$ cat src/rtl/sdram_phase_autocal.sv
// -----------------------------------------------------------------------------
// sdram_phase_autocal
//
// Automatic SDRAM chip-clock phase calibration. Sweeps the dynamic phase of one
// ecp5pll output through a full period, scores every phase step with the
// memory tester's pass/fail counters, finds the longest circular run of clean
// steps and finally parks the phase in the centre of that run.
//
// Optional feature (compile-time macro SDRAM_PHASE_AUTOCAL_TRIM_EN):
//   adds trim_inc / trim_dec inputs for single-step manual trimming once the
//   calibration has finished. Without the macro those ports do not exist.
//
// Ports
//   clk           in   SDRAM system clock (same clock as mem_tester)
//   reset         in   asynchronous, active-high reset
//   start         in   single-cycle pulse, starts a new sweep (ignored while busy)
//   passcount     in   [31:0] mem_tester cumulative pass counter
//   failcount     in   [31:0] mem_tester cumulative fail counter
//   trim_inc      in   (macro only) advance the parked phase by one step
//   trim_dec      in   (macro only) retard the parked phase by one step
//   phasesel      out  [1:0] constant PLL output index C_phasesel
//   phasedir      out  0 = advance, 1 = retard
//   phasestep     out  step strobe, high C_pulse_cycles cycles per step
//   phaseloadreg  out  constant 0
//   phase         out  [7:0] position relative to reset, 0..C_steps-1
//   best_start    out  [7:0] first sweep index of the longest clean run
//   best_len      out  [8:0] length of that run
//   busy          out  sweep or seek in progress
//   done          out  calibration finished, phase parked
//   err           out  no clean step was found
// -----------------------------------------------------------------------------
module sdram_phase_autocal #(
    parameter int C_steps         = 16,
    parameter int C_phasesel      = 1,
    parameter int C_pulse_cycles  = 4,
    parameter int C_settle_cycles = 1024,
    parameter int C_dwell_passes  = 2,
    parameter int C_timeout       = 2**24,
    parameter int C_autostart     = 1
) (
    input  logic        clk,
    input  logic        reset,
    input  logic        start,
    input  logic [31:0] passcount,
    input  logic [31:0] failcount,
`ifdef SDRAM_PHASE_AUTOCAL_TRIM_EN
    input  logic        trim_inc,
    input  logic        trim_dec,
`endif
    output logic [1:0]  phasesel,
    output logic        phasedir,
    output logic        phasestep,
    output logic        phaseloadreg,
    output logic [7:0]  phase,
    output logic [7:0]  best_start,
    output logic [8:0]  best_len,
    output logic        busy,
    output logic        done,
    output logic        err
);

    localparam logic [8:0]  STEPS       = 9'(C_steps);
    localparam logic [8:0]  LAST        = 9'(C_steps - 1);
    localparam logic [31:0] SETTLE_LAST = 32'(C_settle_cycles - 1);
    localparam logic [31:0] PULSE_LAST  = 32'(C_pulse_cycles - 1);
    localparam logic [31:0] TMO_LAST    = 32'(C_timeout - 1);
    localparam logic [31:0] DWELL_N     = 32'(C_dwell_passes);

    typedef enum logic [3:0] {
        S_IDLE, S_SETTLE, S_SYNC, S_SNAP, S_DWELL, S_EVAL, S_STEP, S_SEEK, S_DONE
    } state_t;

    // What the STEP sequence returns to once the pulse is finished.
    typedef enum logic [1:0] {M_SWEEP, M_SEEK, M_TRIM} mode_t;
    typedef enum logic [1:0] {P_PRE, P_HIGH, P_LOW} sub_t;

    state_t      state_reg;
    mode_t       mode_reg;
    sub_t        sub_reg;
    logic        autostart_reg;
    logic [31:0] cnt_reg;
    logic [31:0] tmo_reg;
    logic        tmo_fail_reg;
    logic [31:0] pref_reg;
    logic [31:0] p0_reg;
    logic [31:0] f0_reg;
    logic [8:0]  idx_reg;
    logic        cur_open_reg;
    logic [8:0]  cur_start_reg;
    logic [8:0]  cur_len_reg;
    logic        lead_open_reg;
    logic [8:0]  lead_len_reg;
    logic [8:0]  seek_left_reg;
    logic        phasedir_reg;
    logic        phasestep_reg;
    logic [7:0]  phase_reg;
    logic [7:0]  best_start_reg;
    logic [8:0]  best_len_reg;
    logic        busy_reg;
    logic        done_reg;
    logic        err_reg;

    logic        step_clean;
    logic [8:0]  run_len_n;
    logic [8:0]  run_start_n;
    logic        merge_wrap;
    logic [8:0]  cand_len;
    logic [8:0]  centre_sum;
    logic [8:0]  centre_n;
    logic [7:0]  pos_next;
    logic        start_sweep;
    logic        trim_go;
    logic        trim_dir;

    assign phasesel     = 2'(C_phasesel);
    assign phaseloadreg = 1'b0;
    assign phasedir     = phasedir_reg;
    assign phasestep    = phasestep_reg;
    assign phase        = phase_reg;
    assign best_start   = best_start_reg;
    assign best_len     = best_len_reg;
    assign busy         = busy_reg;
    assign done         = done_reg;
    assign err          = err_reg;

`ifdef SDRAM_PHASE_AUTOCAL_TRIM_EN
    // Both pulses together cancel out; start has priority over a trim.
    assign trim_go  = (state_reg == S_DONE) && !start && (trim_inc ^ trim_dec);
    assign trim_dir = trim_dec;
`else
    assign trim_go  = 1'b0;
    assign trim_dir = 1'b0;
`endif

    assign start_sweep = ((state_reg == S_IDLE) &&
                          (start || (autostart_reg && (C_autostart != 0)))) ||
                         ((state_reg == S_DONE) && start);

    always_comb begin
        // Modulo-2^32 delta: a wrapping tester counter is harmless.
        step_clean  = !tmo_fail_reg && ((failcount - f0_reg) == 32'd0);
        run_len_n   = cur_open_reg ? (cur_len_reg + 9'd1) : 9'd1;
        run_start_n = cur_open_reg ? cur_start_reg : idx_reg;
        // A run still open at the last index continues into the run that
        // started at index 0 (unless it is that very run).
        merge_wrap  = (idx_reg == LAST) && (run_start_n != 9'd0) && (lead_len_reg != 9'd0);
        cand_len    = merge_wrap ? (run_len_n + lead_len_reg) : run_len_n;

        centre_sum  = {1'b0, best_start_reg} + {1'b0, best_len_reg[8:1]};
        if (best_len_reg == STEPS) begin
            centre_n = 9'd0;
        end else if (centre_sum >= STEPS) begin
            centre_n = centre_sum - STEPS;
        end else begin
            centre_n = centre_sum;
        end

        if (!phasedir_reg) begin
            pos_next = ({1'b0, phase_reg} == LAST) ? 8'd0 : (phase_reg + 8'd1);
        end else begin
            pos_next = (phase_reg == 8'd0) ? LAST[7:0] : (phase_reg - 8'd1);
        end
    end

    always_ff @(posedge clk or posedge reset) begin
        if (reset) begin
            state_reg      <= S_IDLE;
            mode_reg       <= M_SWEEP;
            sub_reg        <= P_PRE;
            autostart_reg  <= 1'b1;
            cnt_reg        <= '0;
            tmo_reg        <= '0;
            tmo_fail_reg   <= 1'b0;
            pref_reg       <= '0;
            p0_reg         <= '0;
            f0_reg         <= '0;
            idx_reg        <= '0;
            cur_open_reg   <= 1'b0;
            cur_start_reg  <= '0;
            cur_len_reg    <= '0;
            lead_open_reg  <= 1'b0;
            lead_len_reg   <= '0;
            seek_left_reg  <= '0;
            phasedir_reg   <= 1'b0;
            phasestep_reg  <= 1'b0;
            phase_reg      <= '0;
            best_start_reg <= '0;
            best_len_reg   <= '0;
            busy_reg       <= 1'b0;
            done_reg       <= 1'b0;
            err_reg        <= 1'b0;
        end else begin
            autostart_reg <= 1'b0;
            if (start_sweep) begin
                // The current position becomes sweep index 0.
                state_reg      <= S_SETTLE;
                busy_reg       <= 1'b1;
                done_reg       <= 1'b0;
                err_reg        <= 1'b0;
                idx_reg        <= '0;
                cur_open_reg   <= 1'b0;
                cur_start_reg  <= '0;
                cur_len_reg    <= '0;
                lead_open_reg  <= 1'b0;
                lead_len_reg   <= '0;
                best_start_reg <= '0;
                best_len_reg   <= '0;
                cnt_reg        <= '0;
                tmo_reg        <= '0;
                tmo_fail_reg   <= 1'b0;
            end else if (trim_go) begin
                mode_reg     <= M_TRIM;
                phasedir_reg <= trim_dir;
                sub_reg      <= P_PRE;
                cnt_reg      <= '0;
                done_reg     <= 1'b0;
                state_reg    <= S_STEP;
            end else begin
                case (state_reg)
                    S_SETTLE: begin
                        pref_reg <= passcount;
                        if (cnt_reg >= SETTLE_LAST) begin
                            cnt_reg   <= '0;
                            state_reg <= S_SYNC;
                        end else begin
                            cnt_reg <= cnt_reg + 32'd1;
                        end
                    end
                    S_SYNC: begin
                        // The pass in flight during the step is discarded.
                        tmo_reg <= tmo_reg + 32'd1;
                        if (passcount != pref_reg) begin
                            state_reg <= S_SNAP;
                        end else if (tmo_reg >= TMO_LAST) begin
                            tmo_fail_reg <= 1'b1;
                            state_reg    <= S_EVAL;
                        end
                    end
                    S_SNAP: begin
                        tmo_reg   <= tmo_reg + 32'd1;
                        p0_reg    <= passcount;
                        f0_reg    <= failcount;
                        state_reg <= S_DWELL;
                    end
                    S_DWELL: begin
                        tmo_reg <= tmo_reg + 32'd1;
                        if ((passcount - p0_reg) >= DWELL_N) begin
                            state_reg <= S_EVAL;
                        end else if (tmo_reg >= TMO_LAST) begin
                            tmo_fail_reg <= 1'b1;
                            state_reg    <= S_EVAL;
                        end
                    end
                    S_EVAL: begin
                        if (step_clean) begin
                            cur_open_reg  <= 1'b1;
                            cur_len_reg   <= run_len_n;
                            cur_start_reg <= run_start_n;
                            if ((idx_reg == 9'd0) || lead_open_reg) begin
                                lead_open_reg <= 1'b1;
                                lead_len_reg  <= lead_len_reg + 9'd1;
                            end
                            // Strictly longer only: ties keep the earlier run.
                            if (cand_len > best_len_reg) begin
                                best_start_reg <= run_start_n[7:0];
                                best_len_reg   <= cand_len;
                            end
                        end else begin
                            cur_open_reg  <= 1'b0;
                            cur_len_reg   <= '0;
                            lead_open_reg <= 1'b0;
                        end
                        mode_reg     <= M_SWEEP;
                        phasedir_reg <= 1'b0;
                        sub_reg      <= P_PRE;
                        cnt_reg      <= '0;
                        state_reg    <= S_STEP;
                    end
                    S_STEP: begin
                        // PRE gives phasedir one settled cycle before the strobe.
                        case (sub_reg)
                            P_PRE: begin
                                phasestep_reg <= 1'b1;
                                cnt_reg       <= '0;
                                sub_reg       <= P_HIGH;
                            end
                            P_HIGH: begin
                                if (cnt_reg >= PULSE_LAST) begin
                                    phasestep_reg <= 1'b0;
                                    phase_reg     <= pos_next;
                                    sub_reg       <= P_LOW;
                                end else begin
                                    cnt_reg <= cnt_reg + 32'd1;
                                end
                            end
                            default: begin
                                sub_reg <= P_PRE;
                                case (mode_reg)
                                    M_SWEEP: begin
                                        if (idx_reg == LAST) begin
                                            // Back at index 0: seek the centre from here.
                                            seek_left_reg <= centre_n;
                                            state_reg     <= S_SEEK;
                                        end else begin
                                            idx_reg      <= idx_reg + 9'd1;
                                            cnt_reg      <= '0;
                                            tmo_reg      <= '0;
                                            tmo_fail_reg <= 1'b0;
                                            state_reg    <= S_SETTLE;
                                        end
                                    end
                                    M_SEEK: state_reg <= S_SEEK;
                                    default: begin
                                        done_reg  <= 1'b1;
                                        state_reg <= S_DONE;
                                    end
                                endcase
                            end
                        endcase
                    end
                    S_SEEK: begin
                        if (best_len_reg == 9'd0) begin
                            err_reg   <= 1'b1;
                            busy_reg  <= 1'b0;
                            done_reg  <= 1'b1;
                            state_reg <= S_DONE;
                        end else if (seek_left_reg == 9'd0) begin
                            busy_reg  <= 1'b0;
                            done_reg  <= 1'b1;
                            state_reg <= S_DONE;
                        end else begin
                            seek_left_reg <= seek_left_reg - 9'd1;
                            mode_reg      <= M_SEEK;
                            phasedir_reg  <= 1'b0;
                            sub_reg       <= P_PRE;
                            cnt_reg       <= '0;
                            state_reg     <= S_STEP;
                        end
                    end
                    S_IDLE, S_DONE: begin
                    end
                    default: state_reg <= S_IDLE;
                endcase
            end
        end
    end

endmodule
$ cat config.mk
export PLATFORM = sky130hd
export DESIGN_NAME = sdram_phase_autocal
export DESIGN_NICKNAME = d
export VERILOG_FILES = /design/src/rtl/sdram_phase_autocal.sv
export SDC_FILE = /design/constraint.sdc
export NUM_CORES = 1
export LEC_CHECK = 0
export ABC_AREA = 1
export BUFFER_PORTS_ARGS = -buffer_cell sky130_fd_sc_hd__buf_2
export CAP_MARGIN = 20
export CELL_PAD_IN_SITES_DETAIL_PLACEMENT = 1
export CELL_PAD_IN_SITES_GLOBAL_PLACEMENT = 1
export CORE_ASPECT_RATIO = 0.7
export CORE_MARGIN = 4
export CORE_UTILIZATION = 39
export DETAILED_ROUTE_END_ITERATION = 6
export PLACE_DENSITY = 0.72
export SYNTH_ARGS = -nofsm -noshare
export SYNTH_HDL_FRONTEND = slang
export SYNTH_SLANG_ARGS = --single-unit
$ cat constraint.sdc
create_clock -name clk -period 13.8 [get_ports clk]
set_input_delay 0.69 -clock clk [delete_from_list [all_inputs] [get_ports clk]]
set_output_delay 0.69 -clock clk [all_outputs]
set_load 0.01 [all_outputs]
# Word level (Yosys, flattened, before mapping)
# Cells that the tools add are included.
totals:
  regBits: 247
  out_inout_bits: 33
  elab_cells: 243
classes:
  addsub: 13
  n_bitwise: 1
  n_reduce_logical: 59
  n_mux: 101
  n_eq_ne: 38
  order_cmp: 6
ops:
  columns: ["op", "count"]
  rows:
  - ["$mux W32", 9]
  - ["$mux W9", 29]
  - ["$pmux W32 S2", 2]
  - ["$pmux W32 S4", 1]
  - ["$add A32 B1 Y32 const B", 2]
  - ["$ge A32 B2 Y1 const B", 2]
  - ["$sub A32 B32 Y32", 2]
  - ["$mux W8", 7]
  - ["$ge A32 B10 Y1 const B", 1]
  - ["$ge A32 B24 Y1 const B", 1]
  - ["$logic_not A32 Y1", 1]
  - ["$mux W4", 8]
  - ["$ne A32 B32 Y1", 1]
  - ["$pmux W4 S8", 1]
  - ["$ne A3 B3 Y1 const B", 10]
  - ["$mux W1", 29]
  - ["$add A9 B1 Y9 const B", 3]
  - ["$logic_not A9 Y1", 3]
  - ["$reduce_and A4 Y1", 6]
  - ["$reduce_bool A2 Y1", 11]
  - ["$pmux W9 S2", 1]
  - ["$reduce_bool A9 Y1", 2]
  - ["$eq A4 B3 Y1 const B", 4]
  - ["$ne A2 B2 Y1 const B", 8]
  - ["other kinds (43)", 74]

# Depth between registers and ports, before layout
logic_depth:
  ltp_word: 10
  mapped_depth: 29

# Worst setup path before layout
# OpenSTA, ideal clock, no wires.
synth_path:
  path_type: "reg-to-reg"
  from: "register cur_open_reg"
  to: "register best_len_reg[8], in the netlist best_len[8]"
  setup_time_ps: 66
  stages_incl_launch_ff: 22
  period_less_slack_ps: 3775
  arrival_time_ps: 3710
  required_ps: 13734
  n_path_buf: 3
  setup_slack_ps: 10025
  path_cell_list: "dfrtp_1 > buf_2 > buf_1 > nand2_1 > fa_1 > o21ai_0 > a21oi_1 > o21ai_0 > xor2_1 > nand2_1 > nand2_1 > inv_1 > ha_1 > nand2_1 > nor3_1 > nand3_1 > nand2_1 > clkinv_1 > nand4_4 > buf_2 > nand3_1 > nand2_1"
synth_between:
  elab_chain_len: 9
  word_cells_on_any_way: 14
  classes_between: "add/sub: 1; order compare: 1; mux: 7; reduce/logical: 5"
synth_rtl:
  columns: ["item", "line_no", "text"]
  rows:
  - ["start: declaration", "88", "logic cur_open_reg;"]
  - ["start signal: assignment", "178", "cur_open_reg <= 1'b0;"]
  - ["start signal: assignment", "201", "cur_open_reg <= 1'b0;"]
  - ["start signal: assignment", "256", "cur_open_reg <= 1'b1;"]
  - ["branches (longest 4 deep; another with $add A9 B9 Y9)", null, null]
  - ["$mux W9 (*)", "147", "cand_len = merge_wrap ? (run_len_n + lead_len_reg) : run_len_n;"]
  - ["branches (longest 4 deep; another with $gt A9 B9 Y1)", null, null]
  - ["end signal: assignment", "266", "best_len_reg <= cand_len;"]
  - ["end: declaration", "98", "logic [8:0] best_len_reg;"]
# Every way passes the cells marked *. The select of a mux whose other input is x is not followed.
# A chain may end at the register's enable or synchronous reset.

# Final worst setup path
# Ends and elaborated chain as after synthesis.

==> results.txt <==
The insertion delay of the later-clocked pin in the worst-skew pair is 0.57 ns. In this run, post-CTS hold repair placed 0 buffers. The number of antenna violations at the first check in global routing was 1.

The overall routing resource usage is 0.2314, and the leakage power of the design is 10.89 nW. Max-cap violations in this run came to 0. The slack of the worst reg-to-reg path came out at 9.17 ns.

In this run the core area contains 65 standard-cell rows. The endpoint class of the critical path was a register. The count of buffers added on input and output ports is 95. The detailed router finished its first iteration with 868 violations.

The number of nets in the layout was 3004; the tightest slew margin relative to the limit was 0.2940. The clock-pin slew of the registers on the worst-case setup and hold paths came out at 0.07 ns. The run gives 245 as the TritonCTS sink count.

The growth of design area from synthesis to finish is 11.72%, and the core box area is 45380 um2. The post-synthesis register bit count works out to 245. The area share of the largest cell type after synthesis was 0.3390; the number of vias per cell after detailed routing was 5.147. The die covers 49740 um2. Maximum number of pins on one net before global-route repair: 141.

The post-route antenna net violation count was 0; the final-report max-slew violation count was 0. The HPWL reported at the end of detailed placement was 45740 um. The number of buffers on the longest clock path was 3.

The number of global-route vias before repair was 18490; the fraction of final layout cells sized beyond drive strength 1 was 0.06727. Dividing the detail-routed wire length by the instance count gives 16.70 um. The total power density per cell area is 190.9 nW/um2, and the number of iterations in the first detailed-routing pass is 6. TritonCTS created 27 clock buffers. Once placement completed, the tool counted placed cells totaling 3409.

For the sequential area share after synthesis, the log shows 0.3405. The netlist uses 60 different library cells. The die height is 187.8 um, and the mean area per synthesized cell is 6.561 um2. Setup repair after global routing left no endpoint under its margin. The number of gates resized after cts is 0, and the final critical-path required period is 4.633 ns. At the end of routability-driven placement, the weighted congestion stood at 0.9053. The number of H-tree branching levels came out at 1. The share of the clock period used by the worst path after layout was 0.3357. The flow ran to the end, and the final reports show no timing, DRC or antenna violations.

For this run, the number of Yosys warnings is 0. The synthesized area is 18010 um2, and the worst-margin pin slew is 1.051 ns. The post-route DRC violation count is 0, and the total global routing overflow is 0. The first global-routing pass estimated 95680 um of wire.

STA classifies the critical path startpoint as a register. The tools report the wire length reported by the detailed router as 57760 um. The starting utilization of the core area is 0.3969.

The finished layout holds 3458 standard cells, fillers aside. Counting every instance in the synthesized netlist gives 2745. The horizontal die dimension was 264.8 um. The tree is rooted in a clkbuf_16. In the post-synthesis netlist, the biggest area contributors are dfrtp_1 (34%), nand2_1 (16%), inv_1 (10%).

The path class of the tightest hold or removal check is primary input to asynchronous set/reset pin. Async set or reset register ratio after synthesis: 1.000. The main flop type after synthesis is dfrtp_1. The routed layout has 17800 vias. Counting flops with a built-in enable in the synthesized netlist gives 0. For the total count of hold-check failures in the final report, the log shows 0. The critical-path maximum fanout was 20; the number of top-level design ports was 100.

The logs give 0 for the number of failing setup endpoints in the final timing report and 0 ns for the setup TNS. STA puts the critical path data required time at 14.25 ns. The setup path with the least slack is of type register to register. Static timing analysis puts the maximum clock frequency at 215.8 MHz. TritonCTS built the clock tree. VDD sags by at most 0.1210 mV. Across the routed clock network, the largest skew measured is 0.01243 ns. The run gives 5.08 ns as the data arrival time at the worst-slack endpoint. After clock tree synthesis, the setup repair step added 0 buffers. The largest total area in the synthesized netlist belongs to dfrtp_1. The run gives 0.4434 as the share of the core filled with cells.
-- metal layers --
layer	global-route usage	share of wire	vias to the layer above	wire [um]
li1	-	-	8823	-
met1	0.3475	0.52	8646	29830
met2	0.3558	0.42	283	24130
met3	0.03791	0.051	48	2937
met4	0.03959	0.015	0	864
met5	0	0	-	0
-- per-stage QoR --
step	instance area, um2	total power, mW	worst slack [ns]	hold slack [ns]
3_3_place_gp	19130	2.952	9.432	0.4536
4_1_cts	20090	3.864	9.183	0.3357
5_1_grt	20120	4.213	8.607	0.03614
6_report	20120	3.841	9.167	0.04433
3_5_place_dp	19130	3.031	9.212	0.4717
2_1_floorplan	18020	2.452	6.382	0.4367
-- synthesized netlist by cell type, types with 3 or more instances --
library cell / instances
o211ai_1: 3
clkinv_1: 3
nand2_2: 8
a211oi_1: 4
nor2_2: 6
a21oi_1: 152
nand2_1: 787
xnor2_1: 28
nor3b_1: 7
nor3_1: 47
nor2_1: 304
o21ai_0: 157
and2_1: 4
nor4_1: 19
a21boi_0: 3
fa_1: 3
nand3_2: 3
buf_4: 4
o21a_1: 5
o31ai_1: 3
ha_1: 98
o21ai_2: 6
or2_2: 4
buf_1: 8
buf_2: 7
dfrtp_1: 244
nand3b_1: 17
inv_1: 495
xor2_1: 25
mux2i_1: 3
a22oi_1: 3
a31oi_1: 8
clkbuf_1: 26
nand4_1: 34
nand3_1: 170
and3_1: 8
o21bai_1: 8
-- cells in the final DEF (no fill, tap or decap), types with 10 or more instances in the layout --
cell type	n
a21oi_1	152
buf_2	95
buf_4	10
clkbuf_16	27
dfrtp_1	244
ha_1	98
inv_1	494
nand2_1	786
nand3_1	170
nand3b_1	17
nand4_1	34
nor2_1	303
nor3_1	47
nor4_1	19
o21ai_0	157
xnor2_1	28
xor2_1	25
-- worst max-delay path, cell delays in order, from the launching register on --
cell,delay [ns]
dfrtp_1,0.80
nand2_1,0.33
fa_1,0.51
o21ai_0,0.41
a21oi_1,0.13
o21ai_0,0.23
xor2_1,0.17
nand2_1,0.07
nand2_1,0.10
inv_1,0.05
ha_1,0.29
nand2_1,0.07
nor3_1,0.23
nand3_1,0.10
nand2_1,0.10
clkinv_1,0.26
nand4_4,0.34
nand2_2,0.16
nand2_1,0.11
nand2_1,0.06
-- final cells by class --
type	count	area [um2]
Fill cell	6057	25260
Multi-Input combinational cell	1955	9802
Sequential cell	245	6132
Inverter	501	1889
Clock buffer	36	779.5
Tap cell	603	754.5
Timing Repair Buffer	106	578.1
Clock inverter	11	182.7
Antenna cell	1	2.502
-- cells by family (layout without fill, tap and decap cells) --
kind of cell	Yosys count	after routing	share of synthesized area
xor+xnor	53	53	0.02577
mux	4	4	0.002293
simple gates	1424	1424	0.3320
other cells	2	6	0.0004170
buf+inv	548	654	0.1164
flops	245	245	0.3405
compound gates	368	368	0.1112
fa+ha+maj	101	101	0.07142
-- worst paths after layout --
check                           cells past startpoint            to    startpoint
min in group clk                                    3   pref_reg[0]  passcount[0]
max in group asynchronous                           4   pref_reg[6]         reset
worst min register to register                      2  tmo_fail_reg  tmo_fail_reg
worst max register to register                     19   best_len[8]  cur_open_reg
worst max-delay path                               19   best_len[8]  cur_open_reg
worst min-delay path                                2     f0_reg[8]         reset
-- where the power goes --
part | total, mW | switching, mW | internal, mW | leakage [nW]
sequential | 1.01 | 0.110 | 0.903 | 3.17
combinational | 2.03 | 1.40 | 0.626 | 7.24
clock | 0.802 | 0.316 | 0.486 | 0.476
(Power assumes the default switching activity.)
